**src/rtl/sel_pkg.sv**
```systemverilog
// rtl/sel_pkg.sv - shared constants and select clamping for the registered channel selector
// Purpose: mode encodings and the helper that maps an out-of-range select onto the last channel.
// Ports: none (package).
package sel_pkg;

  localparam logic MODE_FIXED = 1'b0;
  localparam logic MODE_RR    = 1'b1;

  // Any select at or beyond the channel count routes the last channel.
  function automatic logic [31:0] clamp_sel(input logic [31:0] sel, input logic [31:0] n);
    return (sel < n) ? sel : (n - 32'd1);
  endfunction

endpackage

```
**src/rtl/rr_pick.sv**
```systemverilog
// rtl/rr_pick.sv - combinational rotating-priority picker
// Purpose: grant the first requesting index at or after ptr, wrapping modulo N.
// Ports:
//   req     in  N   request per index
//   ptr     in  SW  highest-priority index (must be < N)
//   gnt_vld out 1   some request was granted
//   gnt_idx out SW  granted index (0 when gnt_vld = 0)
module rr_pick
  import sel_pkg::*;
#(
  parameter int N  = 4,
  parameter int SW = $clog2(N)
) (
  input  logic [N-1:0]  req,
  input  logic [SW-1:0] ptr,
  output logic          gnt_vld,
  output logic [SW-1:0] gnt_idx
);

  localparam logic [SW:0] NL = (SW+1)'(N);

  // One spare bit so ptr + offset (at most 2N-2) cannot overflow before the wrap.
  logic [SW:0] w_sum;

  // Walk offsets from farthest to nearest so the nearest requester overwrites last.
  always_comb begin
    gnt_vld = 1'b0;
    gnt_idx = '0;
    w_sum   = '0;
    for (int i = N - 1; i >= 0; i--) begin
      w_sum = {1'b0, ptr} + (SW+1)'(i);
      if (w_sum >= NL) begin
        w_sum = w_sum - NL;
      end
      if (req[w_sum[SW-1:0]]) begin
        gnt_vld = 1'b1;
        gnt_idx = w_sum[SW-1:0];
      end
    end
  end

endmodule

```
**src/rtl/sel_rr.sv**
```systemverilog
// rtl/sel_rr.sv - N-channel registered selector with fixed or round-robin choice
// Purpose: pick one input channel per cycle and latch its data into a single output register.
// Ports:
//   clk, rst_n          clock, async active-low reset
//   in_data   in  N*W   channel k at [k*W +: W]
//   in_valid  in  N     per-channel valid
//   in_ready  out N     per-channel ready, one-hot or zero
//   mode      in  1     0 = fixed select, 1 = round-robin
//   sel       in  SW    channel index in fixed mode
//   out_data  out W     registered data
//   out_chan  out SW    channel that produced out_data
//   out_valid out 1     output register full
//   out_ready in  1     consumer accepts
module sel_rr
  import sel_pkg::*;
#(
  parameter int N  = 4,
  parameter int W  = 8,
  parameter int SW = $clog2(N)
) (
  input  logic            clk,
  input  logic            rst_n,
  input  logic [N*W-1:0]  in_data,
  input  logic [N-1:0]    in_valid,
  output logic [N-1:0]    in_ready,
  input  logic            mode,
  input  logic [SW-1:0]   sel,
  output logic [W-1:0]    out_data,
  output logic [SW-1:0]   out_chan,
  output logic            out_valid,
  input  logic            out_ready
);

  logic [W-1:0]  w_ch [N];
  logic [SW-1:0] r_ptr;
  logic [SW-1:0] r_chan;
  logic [W-1:0]  r_data;
  logic          r_valid;

  logic          w_load;
  logic [SW-1:0] w_fix_idx;
  logic          w_rr_vld;
  logic [SW-1:0] w_rr_idx;
  logic          w_gnt_vld;
  logic [SW-1:0] w_gnt_idx;
  logic          w_take;
  logic [SW-1:0] w_ptr_nxt;

  for (genvar k = 0; k < N; k++) begin : g_unpack
    assign w_ch[k] = in_data[k*W +: W];
  end

  rr_pick #(
    .N  (N),
    .SW (SW)
  ) u_pick (
    .req     (in_valid),
    .ptr     (r_ptr),
    .gnt_vld (w_rr_vld),
    .gnt_idx (w_rr_idx)
  );

  assign w_load    = !r_valid || out_ready;
  assign w_fix_idx = SW'(clamp_sel(32'(sel), 32'(N)));
  assign w_gnt_idx = (mode == MODE_RR) ? w_rr_idx : w_fix_idx;
  assign w_gnt_vld = (mode == MODE_RR) ? w_rr_vld : in_valid[w_fix_idx];
  // rst_n gates the handshake so no producer sees ready while the block is held in reset.
  assign w_take    = w_load && w_gnt_vld && rst_n;
  assign w_ptr_nxt = (w_gnt_idx == SW'(N - 1)) ? '0 : (w_gnt_idx + SW'(1));

  always_comb begin
    in_ready = '0;
    if (w_take) begin
      in_ready[w_gnt_idx] = 1'b1;
    end
  end

  always_ff @(posedge clk or negedge rst_n) begin
    if (!rst_n) begin
      r_valid <= 1'b0;
      r_data  <= '0;
      r_chan  <= '0;
      r_ptr   <= '0;
    end else if (w_load) begin
      if (w_take) begin
        r_valid <= 1'b1;
        r_data  <= w_ch[w_gnt_idx];
        r_chan  <= w_gnt_idx;
        if (mode == MODE_RR) begin
          r_ptr <= w_ptr_nxt;
        end
      end else begin
        r_valid <= 1'b0;
      end
    end
  end

  assign out_data  = r_data;
  assign out_chan  = r_chan;
  assign out_valid = r_valid;

endmodule

```
**config.mk**
```make
export PLATFORM = sky130hd
export DESIGN_NAME = sel_rr
export DESIGN_NICKNAME = d
export VERILOG_FILES = /design/src/rtl/sel_pkg.sv /design/src/rtl/rr_pick.sv /design/src/rtl/sel_rr.sv
export SDC_FILE = /design/constraint.sdc
export NUM_CORES = 1
export LEC_CHECK = 0
export ABC_AREA = 1
export CAP_MARGIN = 30
export CELL_PAD_IN_SITES_DETAIL_PLACEMENT = 1
export CELL_PAD_IN_SITES_GLOBAL_PLACEMENT = 2
export CORE_MARGIN = 3
export CORE_UTILIZATION = 22
export CTS_CLUSTER_DIAMETER = 30
export DETAILED_ROUTE_END_ITERATION = 10
export GPL_TIMING_DRIVEN = 0
export HOLD_SLACK_MARGIN = 0.05
export PLACE_DENSITY = 0.85
export SYNTH_ARGS = -nofsm -noshare
export SYNTH_HDL_FRONTEND = slang
export SYNTH_HIERARCHICAL = 1
export SYNTH_SLANG_ARGS = --single-unit
```
**constraint.sdc**
```tcl
create_clock -name clk -period 4.3 [get_ports clk]
set_input_delay 0.86 -clock clk [delete_from_list [all_inputs] [get_ports clk]]
set_output_delay 0.86 -clock clk [all_outputs]
set_load 0.005 [all_outputs]
```
==> metrics <==
fin crit share 95.3%; hold depth 2; top-area cell type share of the netlist area 23.7%; placer's final routability congestion estimate 0.750; Slew HR between 50% and 60%; worst reg2reg path startpoint r_ptr[0]; sequential share of power a little over a fifth; routed len/inst 12.1 um; Slew @ Worst Pin 0.645 ns; synthesis-to-layout area growth 52.6%; Critical Path Fanout Max 11; LEAKAGE 1.15 nW; H-tree levels 1; post-synth top area cell dfrtp_1; Hold WC Path Type register to register; DRT iter0 DRCs 32; # setup viols final 0; Yosys Warn Count 6; initial core utilization 22.9%; Final HPWL DP 3600 um; area of the core around 6000 um^2; Distinct cells, synth 24; clk_lat worst skew 0.25 ns; sw frac around 46%; internal power 0.569 mW; Setup CP Type input port to output pin; switching pwr approximately 0.48 mW; Worst Setup Start Kind input port; synth top area cells dfrtp_1 24%, nand3_1 21%, nand2_1 19%; Fin. Hold Viols 0; CTS Buf Count 3; Peak VDD IR around 0.16 mV; die height 84.9 um; synthesized area per cell 5.93 um^2; CP required 3.44 ns; Total Power 1.05 mW; power share of the clock group 10.8%; CTS clk-pin slew, worst paths 0.06 ns; delay-heaviest family, CP buffers and inverters; WHS Endpoint out_data[2]; status finished clean; syn_nets 277; Comb power frac 67.7%; fmax around 0.24 GHz; synthesized cell area 1370 um^2; crit end category output pin; CTS tree built; first-pass GRT wire length about 7600 um; layout cells sized above 1 11.0%; Worst path max stage delay 0.52 ns; IO Pins 57; Worst Setup SP in_valid[3]; Reg2Reg Capture Point r_ptr[1]; CP bufs+invs 6; PortBufs 55; largest net degree at the start of global routing 16; Setup TNS 0 ns; total grt overflow 0; Seq cells post-synth 13; R2R depth 16; 1st-pass router iterations 4; hold slack about 0.48 ns; final wirelength roughly 4400 um; CTS Hold Buffers Added 0; Gate Count Post-Synth between 200 and 250; Slew Viols, Final 0; maximum buffer depth of the clock tree 2; RSZ-0062 raised after global routing false; Root Driver clkbuf_8; vias in the first global route 1685; minimum clock period 4.10 ns; cells along the critical path clkdlybuf4s50_1 -> inv_1 -> o21ai_2 -> nand2_2 -> nand3_2 -> nand2_1 -> nand2_1 -> nand2_2 -> nand2_4 -> nand2_2 -> buf_6 -> inv_1 -> ha_1 -> inv_1 -> nor2_1 -> clkdlybuf4s50_1; filler instances 773; initial antenna violation count 0; GR Util All Layers approximately an eighth; net count reported at finish 337; Sink Count 13; Diodes inserted 0; detailed-route via count 1538; R2R setup slack 2.21 ns; worst hold start out_data[2]; slowest CP cell clkdlybuf4s50_1; antenna viol nets, final 0; DIE AREA 7210 um^2; drt drc 0; max-cap violations 0; register area share after synthesis 23.7%; CP Data Arrival Time 3.24 ns; # rows 28; Layout Skew 0.00503 ns; chip width 84.9 um; pwr dens between 500 and 600 nW/um^2; vias per cell 4.21
## Yosys cell counts
cell,number
nand3_1,57
buf_6,4
o21ai_2,3
o31ai_1,1
nand4_1,1
and2_4,1
ha_1,4
nand2_1,71
o211a_2,1
nand2_2,5
dfrtp_1,13
clkinv_2,1
nor2_1,6
inv_4,1
o21ai_0,1
a21boi_1,1
o21ai_1,1
nand2_4,2
a21oi_1,1
inv_1,50
inv_2,1
nand3_2,1
buf_2,1
buf_4,3
## worst reg2reg max path, cell delays in order, from the launching register on
cell	delay, ns
dfrtp_1	0.40
buf_6	0.15
nand2_2	0.07
and2_4	0.14
nand2_2	0.06
nand2_2	0.07
clkinv_2	0.05
nand2_1	0.06
nand2_1	0.05
nand2_2	0.09
nand2_4	0.09
nand2_2	0.11
buf_6	0.15
inv_1	0.07
ha_1	0.29
inv_1	0.05
o21ai_0	0.07
## state kept, by name, summed over array words and instances (netlist names)
name and flops:
out_data 8, out_valid 1, r_ptr 2, out_chan 2
## kinds of logic (layout without fill, tap and decap cells)
family	Yosys count	count (layout)	share of synthesized area (%)
adder cells (fa/ha/maj)	4	4	3.65
AND/OR/NAND/NOR	144	144	47.7
buffers and inverters	61	120	20.1
flip-flops	13	13	23.7
AO/OA/AOI/OAI	9	9	4.84
## power by group through the flow
stage | clock network, mW | registers, mW | logic, mW
after floorplan | 0 | 0.221 | 0.424
after global placement | 0 | 0.227 | 0.685
after detailed placement | 0 | 0.228 | 0.693
after CTS | 0.116 | 0.227 | 0.697
after global routing | 0.120 | 0.235 | 0.811
final | 0.113 | 0.226 | 0.710
## how the worst max path moves through the flow
stage	to	slack (ns)	cells past startpoint
floorplan	in_ready[2]	1.32	16
global placement	in_ready[3]	0.08	13
detailed placement	in_ready[3]	0.08	13
CTS	in_ready[3]	0.07	13
global route	in_ready[0]	0.007	11
finish	in_ready[2]	0.20	16
## metrics by stage
stage          instances  utilization [%]  worst slack (ns)  cell area [um^2]
2_1_floorplan        231                -              1.32              1370
3_3_place_gp         361             33.6            0.0834              2010
3_5_place_dp         361             33.6            0.0777              2010
4_1_cts              365             34.4            0.0703              2060
5_1_grt              365             34.9           0.00732              2090
6_report             365             34.9             0.201              2090
## final cells by class
cell class	instances	area [um^2]	area share [%]
multi-input cells	157	798	38.2
plain buffers	8	72.6	3.47
flip-flops and latches	13	325	15.6
repair buffers	55	553	26.5
well taps	75	93.8	4.49
clock buffers	4	45.0	2.15
inverters	53	203	9.69
## what timing repair did
action / in CTS / in global routing
setup buffers: 0 / 0
setup endpoints to repair: 0 / 3
resized for setup: 0 / 8
## layout by cell type, fill, tap and decap left out, drive strengths merged, types with 4 or more instances in the layout
| master | instances |
|---|---|
| inv | 52 |
| o21ai | 5 |
| ha | 4 |
| clkbuf | 4 |
| nand3 | 58 |
| nor2 | 6 |
| dfrtp | 13 |
| clkdlybuf4s50 | 54 |
| buf | 8 |
| nand2 | 78 |
## routing by layer
metal | track usage (%) | vias to the layer above | part of all wire [%]
li1 | - | 823 | -
met4 | 3.88 | 0 | 0.57
met3 | 0.971 | 2 | 3.2
met5 | 0 | - | 0
met1 | 15.7 | 672 | 45
met2 | 23.7 | 41 | 51
Power figures use the tool's default switching activity.
